[src/rtl/alu_exec_pkg.sv]
// Shared definitions for the execute-stage ALU: operation codes (same encoding as the
// ALU control decoder), FSM state encoding and the default datapath width.
package alu_exec_pkg;

  localparam int DATA_WIDTH_DEF = 32;

  localparam logic [3:0] OP_AND  = 4'b0000;
  localparam logic [3:0] OP_OR   = 4'b0001;
  localparam logic [3:0] OP_NOR  = 4'b0010;
  localparam logic [3:0] OP_ADD  = 4'b0011;
  localparam logic [3:0] OP_SUB  = 4'b0100;
  localparam logic [3:0] OP_SLL  = 4'b0101;
  localparam logic [3:0] OP_SRL  = 4'b0110;
  localparam logic [3:0] OP_LUI  = 4'b0111;
  localparam logic [3:0] OP_MULT = 4'b1000;

  typedef enum logic [1:0] {
    ST_IDLE   = 2'd0,
    ST_SHIFT  = 2'd1,
    ST_MUL    = 2'd2,
    ST_FINISH = 2'd3
  } state_e;

  function automatic logic is_shift(input logic [3:0] op);
    return (op == OP_SLL) || (op == OP_SRL);
  endfunction

endpackage

[src/rtl/alu_mult_seq.sv]
// Iterative shift-add multiplier, one partial product per cycle over DATA_WIDTH cycles.
// done_o marks the final iteration; product_o is the value the accumulator takes on that edge.
module alu_mult_seq #(
  parameter int DATA_WIDTH = 32
) (
  input  logic                  clk_i,
  input  logic                  rst_n_i,
  input  logic                  start_i,
  input  logic [DATA_WIDTH-1:0] a_i,
  input  logic [DATA_WIDTH-1:0] b_i,
  output logic                  done_o,
  output logic [DATA_WIDTH-1:0] product_o
);

  localparam int CW = $clog2(DATA_WIDTH + 1);

  logic [DATA_WIDTH-1:0] acc_q, mcand_q, mplier_q;
  logic [CW-1:0]         count_q;
  logic [DATA_WIDTH-1:0] acc_d;

  assign acc_d     = acc_q + (mplier_q[0] ? mcand_q : '0);
  assign product_o = acc_d;
  assign done_o    = (count_q == CW'(1));

  always_ff @(posedge clk_i or negedge rst_n_i) begin
    if (!rst_n_i) begin
      acc_q    <= '0;
      mcand_q  <= '0;
      mplier_q <= '0;
      count_q  <= '0;
    end else if (start_i) begin
      acc_q    <= '0;
      mcand_q  <= a_i;
      mplier_q <= b_i;
      count_q  <= CW'(DATA_WIDTH);
    end else if (count_q != '0) begin
      acc_q    <= acc_d;
      mcand_q  <= mcand_q << 1;
      mplier_q <= mplier_q >> 1;
      count_q  <= count_q - CW'(1);
    end
  end

endmodule

[src/rtl/alu_exec_unit.sv]
// Execute-stage ALU with start/busy/done handshake, 1-bit/cycle shifter and, when
// ALU_EXEC_MULT_EN is defined, a 32-cycle shift-add multiplier on code 1000.
module alu_exec_unit
  import alu_exec_pkg::*;
#(
  parameter int DATA_WIDTH = DATA_WIDTH_DEF
) (
  input  logic                  clk,
  input  logic                  reset,
  input  logic                  start,
  input  logic [3:0]            ALUOperation,
  input  logic [DATA_WIDTH-1:0] A,
  input  logic [DATA_WIDTH-1:0] B,
  input  logic [4:0]            shamt,
  output logic [DATA_WIDTH-1:0] ALUResult,
  output logic                  Zero,
  output logic                  busy,
  output logic                  done
);

  state_e                state_q, state_d;
  logic [3:0]            op_q;
  logic [DATA_WIDTH-1:0] shreg_q, result_q;
  logic                  zero_q;
  logic [4:0]            count_q;

  logic                  accept, shift_req, mul_req;
  logic [DATA_WIDTH-1:0] single_res, shreg_step;

  // FINISH counts as idle so a request can issue back-to-back with a completion.
  assign accept    = start && ((state_q == ST_IDLE) || (state_q == ST_FINISH));
  assign shift_req = is_shift(ALUOperation) && (shamt != 5'd0);

`ifdef ALU_EXEC_MULT_EN
  logic                  mult_done;
  logic [DATA_WIDTH-1:0] mult_product;

  assign mul_req = (ALUOperation == OP_MULT);

  alu_mult_seq #(.DATA_WIDTH(DATA_WIDTH)) u_mult (
    .clk_i     (clk),
    .rst_n_i   (reset),
    .start_i   (accept && mul_req),
    .a_i       (A),
    .b_i       (B),
    .done_o    (mult_done),
    .product_o (mult_product)
  );
`else
  assign mul_req = 1'b0;
`endif

  always_comb begin
    single_res = '0;
    case (ALUOperation)
      OP_AND:         single_res = A & B;
      OP_OR:          single_res = A | B;
      OP_NOR:         single_res = ~(A | B);
      OP_ADD:         single_res = A + B;
      OP_SUB:         single_res = A - B;
      OP_SLL, OP_SRL: single_res = B;
      OP_LUI:         single_res = {B[15:0], {(DATA_WIDTH-16){1'b0}}};
      default:        single_res = '0;
    endcase
  end

  assign shreg_step = (op_q == OP_SRL) ? (shreg_q >> 1) : (shreg_q << 1);

  always_ff @(posedge clk or negedge reset) begin
    if (!reset) begin
      state_q <= ST_IDLE;
    end else begin
      state_q <= state_d;
    end
  end

  always_comb begin
    state_d = state_q;
    case (state_q)
      ST_IDLE, ST_FINISH: begin
        if (!start)         state_d = ST_IDLE;
        else if (shift_req) state_d = ST_SHIFT;
        else if (mul_req)   state_d = ST_MUL;
        else                state_d = ST_FINISH;
      end
      ST_SHIFT: if (count_q == 5'd1) state_d = ST_FINISH;
`ifdef ALU_EXEC_MULT_EN
      ST_MUL:   if (mult_done) state_d = ST_FINISH;
`endif
      default:  state_d = ST_IDLE;
    endcase
  end

  always_comb begin
    busy = (state_q == ST_SHIFT) || (state_q == ST_MUL);
    done = (state_q == ST_FINISH);
  end

  // Result/Zero are written only on the edge that enters FINISH.
  always_ff @(posedge clk or negedge reset) begin
    if (!reset) begin
      op_q     <= OP_AND;
      shreg_q  <= '0;
      count_q  <= '0;
      result_q <= '0;
      zero_q   <= 1'b1;
    end else if (accept) begin
      op_q <= ALUOperation;
      if (shift_req) begin
        shreg_q <= B;
        count_q <= shamt;
      end else if (!mul_req) begin
        result_q <= single_res;
        zero_q   <= (single_res == '0);
      end
    end else if (state_q == ST_SHIFT) begin
      shreg_q <= shreg_step;
      count_q <= count_q - 5'd1;
      if (count_q == 5'd1) begin
        result_q <= shreg_step;
        zero_q   <= (shreg_step == '0);
      end
    end
`ifdef ALU_EXEC_MULT_EN
    else if ((state_q == ST_MUL) && mult_done) begin
      result_q <= mult_product;
      zero_q   <= (mult_product == '0);
    end
`endif
  end

  assign ALUResult = result_q;
  assign Zero      = zero_q;

endmodule

[config.mk]
export PLATFORM = sky130hd
export DESIGN_NAME = alu_exec_unit
export DESIGN_NICKNAME = d
export VERILOG_FILES = /design/src/rtl/alu_exec_pkg.sv /design/src/rtl/alu_mult_seq.sv /design/src/rtl/alu_exec_unit.sv
export SDC_FILE = /design/constraint.sdc
export NUM_CORES = 1
export LEC_CHECK = 0
export BUFFER_PORTS_ARGS = -buffer_cell sky130_fd_sc_hd__buf_2
export CAP_MARGIN = 20
export CORE_MARGIN = 1
export CORE_UTILIZATION = 35
export CTS_CLUSTER_DIAMETER = 150
export DETAILED_ROUTE_END_ITERATION = 10
export RECOVER_POWER = 25
export SYNTH_ARGS = -nofsm -noshare
export SYNTH_HDL_FRONTEND = slang
export SYNTH_HIERARCHICAL = 1
export SYNTH_SLANG_ARGS = --single-unit
[constraint.sdc]
create_clock -name clk -period 7.3 [get_ports clk]
set_clock_uncertainty 0.15 [all_clocks]
set_input_delay 1.46 -clock clk [delete_from_list [all_inputs] [get_ports clk]]
set_output_delay 1.46 -clock clk [all_outputs]
set_load 0.05 [all_outputs]
Yosys cells after proc, flatten, opt, wreduce, memory -nomap -nowiden
Cells that the tools add are included.
{ "op_classes": {"addsub": 3, "eq_ne": 15, "n_mux": 20, "bitwise_logic": 3, "n_reduce_logical": 16} }
{ "ops": {"columns": ["operator", "count"], "rows": [
  ["$mux W32", 8],
  ["$pmux W32 S7", 1],
  ["$logic_not A32 Y1", 2],
  ["$add A32 B32 Y32", 1],
  ["$and A32 B32 Y32", 1],
  ["$not A32 Y32", 1],
  ["$or A32 B32 Y32", 1],
  ["$sub A32 B32 Y32", 1],
  ["$eq A4 B3 Y1 const B", 5],
  ["$mux W5", 3],
  ["$eq A4 B2 Y1 const B", 2],
  ["$mux W2", 3],
  ["$eq A5 B1 Y1 const B", 1],
  ["$reduce_bool A5 Y1", 1],
  ["$sub A5 B1 Y5 const B", 1],
  ["$eq A2 B2 Y1 const B", 2],
  ["$eq A4 B1 Y1 const B", 1],
  ["$logic_not A4 Y1", 1],
  ["$mux W1", 4],
  ["$ne A2 B2 Y1 const B", 2],
  ["$pmux W2 S2", 1],
  ["$reduce_bool A2 Y1", 2],
  ["$reduce_or A2 Y1", 2],
  ["$logic_or A1 B1 Y1", 3],
  ["other kinds (6)", 7]
]} }
{ "totals": {"reg_bits": 76, "input_bits": 76, "out_inout_bits": 35, "elab_cells": 63} }

Depth between registers and ports, before layout
Gate-level depths: netlist of the first run.
{ "logic_depth": {"ltp_word": 6, "mapped_depth": 22, "mapped_depth_nobuf": 19} }

Worst setup path after synthesis of the first run
OpenSTA, ideal clock, no wires.
{ "synth_path": {"path_kind": "input to register", "start": "in ALUOperation[0]", "end": "reg zero_q (netlist: Zero)", "setup_ns": 0.083, "arrival_ns": 5.655, "required_ns": 7.067, "slack_ns": 1.411, "cell_stages": 20, "path_cell_list": "buf_2 -> buf_1 -> buf_1 -> or3_1 -> clkbuf_1 -> clkbuf_1 -> o31ai_1 -> xor2_1 -> ha_1 -> and3_1 -> nand3_1 -> a31oi_1 -> o311ai_1 -> a2111oi_0 -> nor3_1 -> o31ai_1 -> nor4_2 -> nand4bb_1 -> nor4_2 -> a221o_1"} }
{ "synth_via": {"elab_chain_cells": 6, "word_cells_on_any_way": 17, "classes_between": "eq/ne (8); mux (3); reduce/logical (6)"} }
{ "synth_rtl": {"columns": ["element", "line", "source"], "rows": [
  ["start: declaration", "alu_exec_unit.sv:11", "input logic [3:0] ALUOperation,"],
  ["$eq A4 B3 Y1", "alu_exec_pkg.sv:25, alu_exec_unit.sv:55", null],
  ["$reduce_or A2 Y1", "alu_exec_unit.sv:55", "case (ALUOperation)"],
  ["$pmux W32 S7", "alu_exec_unit.sv:55", null],
  ["$logic_not A32 Y1", "alu_exec_unit.sv:114", "zero_q <= (single_res == '0);"],
  ["$mux W1", "alu_exec_unit.sv:109", "if (shift_req) begin"],
  ["$mux W1", "alu_exec_unit.sv:107", "end else if (accept) begin"],
  ["end signal: assignment", "alu_exec_unit.sv:114", null],
  ["end signal: assignment", "alu_exec_unit.sv:121", "zero_q <= (shreg_step == '0);"],
  ["end: declaration", "alu_exec_unit.sv:24", "logic zero_q;"]
]} }
Several ways; a longest one is shown, not always the timed one. The select of a mux whose other input is x is not followed.
A chain may end at the register's enable or synchronous reset.

Worst setup path in the final report of the first run
{ "layout_path": {"start": "in B[6]", "end": "reg zero_q (netlist: Zero)"} }
{ "layout_via": {"elab_chain_cells": 6, "word_cells_on_any_way": 9, "classes_between": "add/sub (2); mux (3); bitwise (3); reduce/logical (1)"} }
{ "layout_rtl": {"columns": ["element", "line", "source"], "rows": [
  ["start: declaration", "alu_exec_unit.sv:13", "input logic [DATA_WIDTH-1:0] B,"],
  ["branches (longest 2 deep; another with $sub A32 B32 Y32)", null, null],
  ["$pmux W32 S7 *", "alu_exec_unit.sv:55", null],
  ["$logic_not A32 Y1 *", "alu_exec_unit.sv:114", null],
  ["$mux W1 *", "alu_exec_unit.sv:109", null],
  ["$mux W1 *", "alu_exec_unit.sv:107", null]
]} }
Mark *: on every way between the ends. The select of a mux whose other input is x is not followed.

==> results.md, run 1 <==
- The run finished, with violations left.
- The checks that failed: max-capacitance violations, max-slew violations.
- The clock tree root driver cell is clkbuf_16.
- The cell count after synthesis is 1145.
- After synthesis, the cell types taking the most area are dfrtp_1, o21ai_0, nand2_1.
- The synthesized area per cell is 7.085 sq um.
- Before antenna repair, the detailed router went through 5 iterations.
- Setup violations remaining at the end of the flow were counted as 0.
- The max-slew violation total from the final report was 77.
- The clock reaches the later pin of the worst-skew pair after approximately 0.34 ns.
- The die span in y is between 150 and 200 microns.
- Along the worst path, the maximum fanout reaches 9.
- Entering global routing, the biggest net connects 88 pins.
- Relative to the synthesized area, the layout overhead comes to 12.66%.
- For the pin with the worst max-slew slack, the measured transition is 4.149 ns.
- The initial DRC count is 809.
- In the final layout, the share of cells above drive strength 1 is 0.1351.
- The area of the die is 23790 sq um.
- The total wire length after detailed routing is 30800 microns.
- The clock tree from TritonCTS is yes.
- The yosys synthesis warning count is 6.
- The end of the worst register-to-register path is Zero$_DFFE_PN1P_.
- The clock input transition at the sequential cells of the worst setup and hold paths is 0.06 ns.
- The proportion of register bits with asynchronous set or reset after synthesis is 1.000.
- The share of total power dissipated in the clock network is 0.153.
- The post-synthesis instance area is around 8100 sq um.
- The number of clock buffers added by TritonCTS is 9.
- At the worst endpoint, the required time is between 7 and 8 ns.
- The startpoint identified for the worst register-to-register timing path is state_q[0]$_DFFE_PN0P_.
- Counting instances, the worst hold path has a depth of 1.
- met2 is the most crowded layer.
- The worst reg2reg path depth is 13.
- Based on the critical path, the design can be clocked at up to 161.6 MHz.
- The clock sink count is 76.
- The number of synthesized flops with an enable pin is 0.
- In this run the remaining antenna-violating nets after routing total 0.
- The kind of path behind the tightest hold check is flip-flop to flip-flop.
- The classification of the worst setup path is input port to flip-flop.
- Setup repair after global routing left no endpoint under its margin.
- The finished layout holds 1484 standard cells, fillers aside.
- The sequential-to-total area share from yosys stat is 0.2346.
- The layout has ~2.4k filler cells.
- The global routing met3 resource utilization is 0.02718.
- Routability-driven placement finished with a final weighted congestion of between 0.8 and 0.9.
- The kind of start point of the critical path is an input port.
- In the global route stage, met1 resource usage came out at 0.3531.
- The die boundary width is 154.2 microns.
- Of the total power, the share spent switching nets is 0.5261.
- The primary flip-flop cell chosen by synthesis mapping is dfrtp_1.
- The I/O pin count is 111.
- For this design, the CTS-stage hold fixing added 0 buffers.
- The minimum period implied by the final worst setup slack is 6.186 ns.
- The register-to-register setup slack is 3.83 ns.
- The maximum number of buffers from clock root to sink is 2.
- For this configuration, the core starts out at a cell density of 0.3572.
- The setup TNS is 0 ns.
- The number of global-route vias before repair was ~8k.
- The leading area contributor after synthesis is dfrtp_1.
- In the final layout, the multi-input gates occupy 5782 sq um.
- For this run, global-route usage on met2 was measured as 0.4004.
- The number of endpoints with negative hold slack in the final report came to 0.
- The number of port buffers is 110.
- The path with the worst hold slack has its endpoint at shreg_q[31]$_DFFE_PN0P_.
- Counting tap cells, the placed design contains a total of around 1.5k instances.
- Across the whole layout, storage elements account for 1903 sq um.
- The worst setup path is captured at a flip-flop.
- Headroom to the max-slew limit came out at -1.766.
- The power per cell area is 325.6 nW/um^2.
- The post-detailed-route wirelength per cell is between 20 and 25 microns.
- The count of antenna diodes in the layout is 0.
- Summing internal, switching and leakage power gives 2.976 mW.
- Of the post-synthesis cell area, the dominant cell type holds 0.2313.
- The residual DRC count is 0.
- The total overflow reported by the global router is 0.
- The final layout contains about 1.3k nets.
- The share of total power dissipated in combinational logic is 0.577.
- The number of setup buffers added after CTS is 0.
- After floorplanning, the core was sized to cover 22710 sq um.
- The cell-internal power is 1.411 mW.
- The largest voltage drop on the vdd net is about 150 uV.
- Once detailed placement completed, the half-perimeter wirelength came to 23580 microns.
- The power dissipated by switching net loads is between 1.5 and 2 mW.
- The clock tree synthesis step divided the H-tree into 3 levels.
- At the worst endpoint, the arrival time is 6.32 ns.
- The part of the total power dissipated in sequential elements is 0.270.
- The via total after detailed routing is 8969.
- In this run, post-CTS repair resized a total of 0 instances.
- Counting flops and latches in the post-synthesis netlist gives 76.
- The share of the clock period used by the worst path after layout is 0.8474.
- The mean number of vias per cell is 6.044.
- The number of standard-cell rows in the floorplan is 55.
- The global router's overall resource usage is 0.2546.
- The netlist uses 79 different library cells.
- The initial antenna violation count is 0.
- The wire length of the first global-routing pass is 46860 microns.
- In this run the most critical hold path is launched from shreg_q[31]$_DFFE_PN0P_.
- The max capacitance violation total is 1.
- In this run the static leakage power is roughly 3.9 nW.
- The post-synth net total is ~1.3k.
[stage by stage]
stage | utilization | hold WS [ns] | area, sq um | setup WS [ns]
finish | 0.4025 | 0.3395 | 9140 | 1.114
global route | 0.4025 | 0.3715 | 9140 | 0.8601
CTS | 0.4028 | 0.3425 | 9146 | 1.229
detailed placement | 0.3895 | 0.3205 | 8845 | 0.8949
global placement | 0.3895 | 0.3150 | 8845 | 0.9969
floorplan | - | 0.2992 | 8113 | 1.411
[cell type report]
cell class	count	area share
inverters	34	0.01396
flip-flops and latches	76	0.2082
repair buffers	126	0.07324
multi-input cells	947	0.6326
well taps	285	0.03901
clock buffers	10	0.02505
clock inverters	6	0.007940
[critical path, cell delays in order]
cell and delay [ns]:
buf_2 0.19, nor4_2 0.39, nand2_1 0.14, or4_1 0.60, nor4_1 0.69, a21oi_1 0.17, xnor2_1 0.17, ha_1 0.22
nor3_1 0.33, o211ai_1 0.22, nand2_1 0.16, nand3b_1 0.09, mux2i_1 0.16, o31a_1 0.25, o2111ai_1 0.15, nor4_1 0.38
nand4bb_1 0.19, nor4_2 0.16, a221o_1 0.18
[per-layer routing]
layer  vias up  wire (microns)
met4         0            1193
li1       4275               -
met5         -               0
met1      4252           13760
met2       371           13900
met3        71            1948
[state kept, by name (all words and copies together) (netlist names)]
register   flops
ALUResult     32
Zero           1
count_q        5
op_q           4
shreg_q       32
state_q        2
[power groups by stage]
stage               logic [mW]  registers, mW  clock network (mW)
CTS                       1.71          0.803               0.463
global placement          1.69          0.805                   0
floorplan                0.945           1.07                   0
global route              1.89          0.832               0.480
detailed placement        1.71          0.808                   0
finish                    1.72          0.805               0.454
[layout by cell type, fill, tap and decap left out, types with 8 or more instances in the layout]
master,count
nand2_1,159
nand4_1,14
nand2b_1,11
a21oi_1,114
nor4_1,13
a221o_1,9
xnor2_1,23
dfrtp_1,75
o31ai_1,12
nand3_1,45
maj3_1,11
inv_1,34
mux2i_1,9
o221ai_1,9
clkbuf_16,9
a21o_1,20
buf_4,16
xor2_1,24
o21ai_0,122
or3_1,10
buf_2,109
nor3_1,42
a221oi_1,10
nor2b_1,13
a31oi_1,8
ha_1,39
nor2_1,99
[synth_stat cells, types with 23 or more instances]
library cell,instances
clkbuf_1,70
inv_1,34
xor2_1,24
o21ai_0,123
xnor2_1,23
a21oi_1,114
nand2_1,159
ha_1,39
dfrtp_1,75
nor3_1,42
nand3_1,45
nor2_1,99
[how the worst max path moves through the flow]
| stage | start | endpoint | cells after the start |
|---|---|---|---|
| 3_3_place_gp | B[6] | Zero$_DFFE_PN1P_ | 18 |
| 3_5_place_dp | B[6] | Zero$_DFFE_PN1P_ | 19 |
| 4_1_cts | B[6] | Zero$_DFFE_PN1P_ | 19 |
| 6_report | B[6] | Zero$_DFFE_PN1P_ | 19 |
| 5_1_grt | B[6] | Zero$_DFFE_PN1P_ | 19 |
| 2_1_floorplan | ALUOperation[0] | Zero$_DFFE_PN1P_ | 20 |
[kinds of logic after synthesis]
group / Yosys count / synth area share
multiplexers: 11 / 0.01388
AND/OR/NAND/NOR: 454 / 0.2716
flip-flops: 76 / 0.2346
AO/OA/AOI/OAI: 383 / 0.2921
adder cells (fa/ha/maj): 51 / 0.07619
buffers and inverters: 122 / 0.05891
XOR/XNOR: 48 / 0.05275
Power figures use the tool's default switching activity.
==> inputs of run 2 (changes only) <==
--- a/config.mk
+++ b/config.mk
@@ -5,6 +5,7 @@
 export SDC_FILE = /design/constraint.sdc
 export NUM_CORES = 1
 export LEC_CHECK = 0
+export ABC_AREA = 1
 export BUFFER_PORTS_ARGS = -buffer_cell sky130_fd_sc_hd__buf_2
 export CAP_MARGIN = 20
 export CORE_MARGIN = 1
==> constraint.sdc (replaced) <==
create_clock -name clk -period 6.06 [get_ports clk]
set_clock_uncertainty 0.15 [all_clocks]
set_input_delay 1.212 -clock clk [delete_from_list [all_inputs] [get_ports clk]]
set_output_delay 1.212 -clock clk [all_outputs]
set_load 0.05 [all_outputs]
==> results.md, run 2 <==
- The number of nets in the layout is around 1.7k.
- In this run the remaining antenna-violating nets after routing total 0.
- The post-synth net total is 1620.
- After detailed routing, the average wire length per cell comes to roughly 17 microns.
- Counting flops with a built-in enable in the synthesized netlist gives 0.
- The effective utilization at floorplan is 0.3576.
- The parity-gate share of the synthesized area counting xor and xnor cells is 0.03012.
- The clock tree root driver cell is clkbuf_16.
- The kind of start point of the critical path is an input port.
- The library cell used most frequently in the layout, excluding fill and tap cells, is nand2_1.
- For this run, the top clock speed supported by timing is 194.0 MHz.
- Clock-pin slew was measured on the worst setup and hold paths at 0.06 ns.
- The most used cell along the critical path is nand2_1.
- The leakage power is between 5 and 6 nW.
- Of the cells placed in the final design, the portion with a size suffix greater than 1 is 0.1129.
- The area of the die is 25560 sq um.
- The yosys synthesis warning count is 6.
- Leaving out fill and tap cells, the most frequent cells in the layout are nand2_1, inv_1, nor2_1.
- After detailed routing, the number of vias per cell comes to 5.239.
- Entering global routing, the biggest net connects between 70 and 80 pins.
- Subtracting the final worst setup slack from the clock period gives ~5.2 ns.
- For this run the aggregate overflow at the end of global routing stands at 0.
- The synthesized netlist contains 41 unique library cells.
- After clock tree synthesis, the flow added hold-fix buffers numbering 0.
- The flip-flop and latch count after synthesis is 76.
- The critical-path maximum fanout is 6.
- The number of port buffers is 110.
- Measured against its own limit, the worst slew margin works out to -1.777.
- The final reports fail on max-capacitance violations, max-slew violations.
- The first global-routing pass estimated 51830 microns of wire.
- The core region is roughly 24000 sq um.
- After floorplanning, the core was divided into 57 placement rows.
- The portion of total power attributed to the clock network is 0.159.
- Sorting the synthesized cells by how often they occur yields nand2_1, inv_1, nor2_1.
- The die span in y is ~160 microns.
- The final critical-path setup slack is 0.9054 ns.
- The final route contains roughly 10k vias.
- The arrival time at the worst endpoint is 5.27 ns.
- The largest voltage drop on the vdd net is 257.9 uV.
- On the critical path, the stage with the largest delay is an instance of ha_1.
- The initial antenna violation count is 0.
- Internal power comes to between 1.5 and 2 mW.
- By area the synthesized netlist is led by dfrtp_1, nand2_1, inv_1.
- Of the total power, combinational logic draws 0.594.
- The count of antenna diodes in the layout is 0.
- 111 I/O pins were placed.
- The proportion of register bits with asynchronous set or reset after synthesis is 1.000.
- Detailed placement finished with a half-perimeter wire length of 27020 microns.
- The power per cell area is 374.9 nW/um^2.
- The placement-stage worst setup slack is 0.6610 ns.
- The stage delay of the slowest cell on the critical path is 0.42 ns.
- At the pin with the least slew margin, the transition time is 4.166 ns.
- For this run, the leading register cell type out of synthesis is dfrtp_1.
- The number of endpoints with negative hold slack in the final report is 0.
- The switching part of the total is 0.5234.
- The CTS buffer count is 9.
- The clock reaches the later pin of the worst-skew pair after around 0.34 ns.
- A synthesized cell averages 5.799 sq um.
- The fraction of the core area covered by cells at the end of the flow is 0.4022.
- The longest clock path from root to sink contains 2 buffers.
- After detailed placement, the total cell area comes to 9489 sq um.
- Setup repair after global routing left no endpoint under its margin.
- The count of buffers added by post-CTS timing repair for setup is 0.
- The cell count after synthesis is 1504.
- For this run, the total global-route usage over all layers was measured as 0.2598.
- The routability-driven placement congestion ratio is approximately 0.95.
- The max-slew violation total from the final report is between 70 and 80.
- The die boundary width is 159.9 microns.
- The share of the clock period used by the worst path after layout is 0.8506.
- Measured against the total synthesized area, the mux share comes to 0.
- The number of global-route vias before repair came to 9308.
- Summed over all instances, the cell type with the most area after synthesis is dfrtp_1.
- The clock tree from TritonCTS is yes.
- The analysis attributes to net switching a power of 1.925 mW.
- Max-cap violations in this run came to 1.
- By area, the combinational part of the netlist is dominated by simple AND/OR/NAND/NOR gates.
- The run finished, with violations left.
- Of the total synthesized cell area, the portion taken by AND, OR, NAND and NOR gates is 0.3916.
- The sequential-to-total area share from yosys stat is 0.2182.
- The post-synthesis instance area is roughly 8700 sq um.
- The filler cells instantiated in the layout total 2776.
- The first detailed-routing pass took 5 iterations.
- The worst setup path is captured at a flip-flop.
- Of the total synthesized cell area, the portion taken by full adders, half adders and majority gates is 0.05824.
- With fillers left out, the area of the finished cells amounts to 9809 sq um.
- Clock tree synthesis found a total of 76 sinks.
- The portion of synthesized cell area occupied by the leading cell type is 0.2152.
- The kind of path behind the tightest hold check is flip-flop to flip-flop.
- The part of the total power dissipated in sequential elements is 0.247.
- The setup TNS is 0 ns.
- Setup violations remaining at the end of the flow were counted as 0.
- The total wire length after detailed routing is roughly 33000 microns.
- The compound-cell area share of the yosys netlist is 0.1723.
- The post-CTS resize count is 0.
- The maximum level of the CTS H-tree is 3.
- The most frequent cell after synthesis is nand2_1.
- In the routed design, unresolved DRC markers number 0.
- The worst endpoint required time is 6.17 ns.
- The critical path is of the input port to flip-flop type.
- The initial DRC count is 831.
- The signed area change from the synthesized netlist to the final layout is 12.47%.
-- run 2: through the flow --
stage | power, mW | cells | hold slack [ns]
6_report | 3.677 | 1910 | 0.3377
4_1_cts | 3.692 | 1910 | 0.3456
5_1_grt | 3.999 | 1910 | 0.3941
2_1_floorplan | 2.509 | 1504 | 0.3037
3_5_place_dp | 3.091 | 1894 | 0.3291
3_3_place_gp | 3.067 | 1893 | 0.3182
-- run 2: worst paths after layout --
| check | slack (ns) | end | startpoint | depth (start not counted) |
|---|---|---|---|---|
| worst max-delay path | 0.91 | Zero$_DFFE_PN1P_ | B[1] | 29 |
| min in group asynchronous | 2.18 | count_q[2]$_DFFE_PN0P_ | reset | 1 |
| worst max register to register | 2.80 | shreg_q[15]$_DFFE_PN0P_ | state_q[0]$_DFFE_PN0P_ | 9 |
| worst min register to register | 0.34 | ALUResult[15]$_DFFE_PN0P_ | ALUResult[15]$_DFFE_PN0P_ | 2 |
| max in group asynchronous | 1.23 | shreg_q[20]$_DFFE_PN0P_ | reset | 1 |
| worst min-delay path | 0.34 | ALUResult[15]$_DFFE_PN0P_ | ALUResult[15]$_DFFE_PN0P_ | 2 |
-- run 2: kinds of logic after synthesis --
group,Yosys count
AO/OA/AOI/OAI,270
XOR/XNOR,30
adder cells (fa/ha/maj),40
buffers and inverters,283
flip-flops,76
AND/OR/NAND/NOR,805
-- run 2: cell type report --
type | instances | area (sq um) | area share
inverters | 234 | 878.3 | 0.08954
multi-input cells | 1145 | 5699 | 0.5810
repair buffers | 115 | 599.3 | 0.06110
well taps | 324 | 405.4 | 0.04133
flip-flops and latches | 76 | 1903 | 0.1940
clock inverters | 7 | 98.84 | 0.01008
clock buffers | 9 | 225.2 | 0.02296
-- run 2: critical path, delay by kind of cell --
family                     cells  cell delay [ns]
xor gates and xnor gates       1             0.10
and+or+nand+nor               17             2.16
AOI/OAI and AO/OA              3             0.60
buffers and inverters          6             0.58
adders and majority gates      2             0.60
-- run 2: power by group through the flow --
| stage | sequential, mW | combinational (mW) | clock [mW] |
|---|---|---|---|
| floorplan | 1.26 | 1.25 | 0 |
| global placement | 0.910 | 2.16 | 0 |
| detailed placement | 0.914 | 2.18 | 0 |
| CTS | 0.909 | 2.18 | 0.599 |
| global route | 0.937 | 2.44 | 0.618 |
| finish | 0.908 | 2.19 | 0.584 |
-- run 2: metal layers --
metal	GRT usage	wire length [microns]	vias up
li1	-	-	5006
met3	0.02753	2130	56
met2	0.4152	14890	372
met4	0.09827	1199	0
met1	0.3600	14950	4572
met5	0	0	-
==> inputs of run 3 (changes only) <==
--- a/config.mk
+++ b/config.mk
@@ -8,10 +8,14 @@
 export ABC_AREA = 1
 export BUFFER_PORTS_ARGS = -buffer_cell sky130_fd_sc_hd__buf_2
 export CAP_MARGIN = 20
+export CELL_PAD_IN_SITES_DETAIL_PLACEMENT = 1
+export CELL_PAD_IN_SITES_GLOBAL_PLACEMENT = 2
 export CORE_MARGIN = 1
-export CORE_UTILIZATION = 35
+export CORE_UTILIZATION = 31
 export CTS_CLUSTER_DIAMETER = 150
 export DETAILED_ROUTE_END_ITERATION = 10
+export GPL_TIMING_DRIVEN = 1
+export PLACE_DENSITY_LB_ADDON = 0.1
 export RECOVER_POWER = 25
 export SYNTH_ARGS = -nofsm -noshare
 export SYNTH_HDL_FRONTEND = slang
==> constraint.sdc (replaced) <==
create_clock -name clk -period 5.15 [get_ports clk]
set_clock_uncertainty 0.15 [all_clocks]
set_input_delay 1.03 -clock clk [delete_from_list [all_inputs] [get_ports clk]]
set_output_delay 1.03 -clock clk [all_outputs]
set_load 0.05 [all_outputs]
==> results.md, run 3 (synthesis gave the netlist of run 2 again) <==
- The run finished, with violations left.
- The final reports fail on max-capacitance violations, max-slew violations.
- The mean number of vias per cell is 5.136.
- In this run the count of I/O pins placed on the die edge is 111.
- Once routing completed, OpenROAD measured the worst setup slack at about 0.3 ns.
- The clock input transition at the sequential cells of the worst setup and hold paths is 0.06 ns.
- After detailed routing, the total wire length is 38480 microns.
- In this run the static leakage power is 5.394 nW.
- The CTS buffer count is 9.
- The endpoint class of the critical path is a flip-flop.
- The congestion estimate from routability-driven global placement came to 0.9056.
- In the layout the commonest cells are nand2_1, inv_1, nor2_1.
- The fmax is 206.2 MHz.
- For the pin with the worst max-slew slack, the measured transition is 2.286 ns.
- The clock tree root driver cell is clkbuf_16.
- The cell that appears most often on the critical path is inv_1.
- The max-slew violation total from the final report came to 84.
- The kind of start point of the critical path is an input port.
- The half-perimeter wire length of the detailed placement result is ~32000 microns.
- The largest voltage drop on the vdd net is 209.7 uV.
- The die span in y is around 170 microns.
- The final-layout worst hold slack is 0.3329 ns.
- The number of nets in the layout is 1729.
- The share of layout cells above drive strength 1 is 0.1341.
- The initial DRC count is 595.
- OpenSTA, run right after detailed placement, puts the worst setup slack at -0.3563 ns.
- The area of the die is 28810 sq um.
- In this run the worst path has a maximum fanout of 5.
- The clock drives 76 sinks.
- The number of global-route vias before repair was 10.28k.
- STA puts the critical path data required time at 5.27 ns.
- The signed area change from the synthesized netlist to the final layout is 16.30%.
- The total overflow reported by the global router is 0.
- The floorplan has a little over 60 rows.
- The die is 169.7 microns wide.
- The wire length of the first global-routing pass is 59580 microns.
- The count of hold buffers inserted by post-cts repair is 0.
- The count of endpoints failing setup in the final report is 0.
- In this run the remaining antenna-violating nets after routing total 0.
- In the finished design, the share of the clock period the worst path needs comes to 0.9417.
- Leaving out fill and tap cells, the most frequent cell in the layout is nand2_1.
- Entering global routing, the biggest net connects 54 pins.
- The worst-skew pair later-pin latency is 0.34 ns.
- The largest individual stage delay along the critical path comes from the cell ha_1.
- The initial antenna violation count is 1.
- The effective utilization at floorplan is 0.3148.
- The stage delay of the slowest cell on the critical path is 0.38 ns.
- During placement, the flow inserted port buffers numbering 110.
- TritonCTS built the clock tree.
- The kind of path behind the tightest hold check is flip-flop to flip-flop.
- The longest clock path from root to sink contains 2 buffers.
- The tool flagged a number of max-cap violations equal to 2.
- The classification of the worst setup path is input port to flip-flop.
- Setup repair after global routing left no endpoint under its margin.
- Power spread over the standard cell area amounts to 437.5 nW/um^2.
- The number of endpoints with negative hold slack in the final report is 0.
- Across every metal layer, demand over resource in global routing totals 0.2715.
- Data on the critical path arrives at its endpoint at 4.97 ns.
- In the routed design, unresolved DRC markers number 0.
- The placeable core area is between 20000 and 30000 sq um.
- Dividing the detail-routed wire length by the instance count gives about 19 microns.
- Summing over every cut layer, the via total after detailed routing is 10.26k.
- The headroom to the max-slew limit is -0.5237.
- The maximum level of the CTS H-tree is 3.
- For this run, the detailed router's first-pass iteration total came to 5.
- Counting I/O delays and the setup requirement, the final critical path takes 4.850 ns.
- The count of buffers added by post-CTS timing repair for setup is 0.
==> run 3: cell types whose count changed in the layout (fill, tap and decap cells not counted), sizes merged <==
cell	before	now
diode	0	1
clkinv	2	3
buf	114	144
clkbuf	10	13
inv	236	235
clkinvlp	1	0
==> run 3: what timing repair did <==
| item | CTS | global route |
|---|---|---|
| resized for setup | 1 | 6 |
| endpoints found under the setup margin | 1 | 2 |
| pin swaps | 0 | 3 |
==> run 3: final cells by class <==
class | count | area, sq um
Sequential cell | 76 | 1903
Timing Repair Buffer | 147 | 820.8
Inverter | 234 | 878.3
Fill cell | 3817 | 17560
Tap cell | 378 | 473.0
Antenna cell | 1 | 2.502
Multi-Input combinational cell | 1145 | 5732
Clock buffer | 10 | 239.0
Clock inverter | 6 | 95.09
==> run 3: worst max-delay path: cells and delay by family <==
| kind | cells | cell delay, ns |
|---|---|---|
| compound gates | 4 | 0.88 |
| xor+xnor | 1 | 0.16 |
| fa+ha+maj | 2 | 0.52 |
| buf+inv | 7 | 0.57 |
| simple gates | 14 | 1.77 |
==> run 3: worst paths after layout <==
path / from / endpoint / slack [ns] / depth (start not counted)
max: B[0] / Zero$_DFFE_PN1P_ / 0.30 / 28
min: ALUResult[15]$_DFFE_PN0P_ / ALUResult[15]$_DFFE_PN0P_ / 0.33 / 2
max reg2reg: state_q[0]$_DFFE_PN0P_ / shreg_q[12]$_DFFE_PN0P_ / 0.73 / 9
min reg2reg: ALUResult[15]$_DFFE_PN0P_ / ALUResult[15]$_DFFE_PN0P_ / 0.33 / 2
max in group asynchronous: reset / ALUResult[7]$_DFFE_PN0P_ / 1.87 / 2
min in group asynchronous: reset / ALUResult[26]$_DFFE_PN0P_ / 0.97 / 1
==> run 3: routing by layer <==
layer	wire (microns)	part of all wire	global-route usage	vias to the layer above
met2	17930	0.47	0.4538	199
met5	0	0	0	-
met3	1178	0.031	0.01493	38
met4	710	0.018	0.05445	0
li1	-	-	-	5066
met1	18650	0.48	0.3845	4954
==> run 3: stage by stage <==
step | cells | utilization | power, mW | instance area, sq um | TNS (ns)
floorplan | 1504 | - | 2.952 | 8722 | 0
global placement | 1980 | 0.3533 | 3.688 | 9789 | -0.5041
detailed placement | 1980 | 0.3533 | 3.731 | 9789 | -0.4552
CTS | 1996 | 0.3655 | 4.468 | 10130 | 0
global route | 1997 | 0.3661 | 4.823 | 10140 | 0
finish | 1997 | 0.3661 | 4.438 | 10140 | 0
==> run 3: power breakdown <==
group	total (mW)	internal, mW	leakage (nW)	switching [mW]
clock network	0.707	0.442	0.163	0.265
registers	1.07	0.898	0.916	0.167
logic	2.66	0.752	4.31	1.91
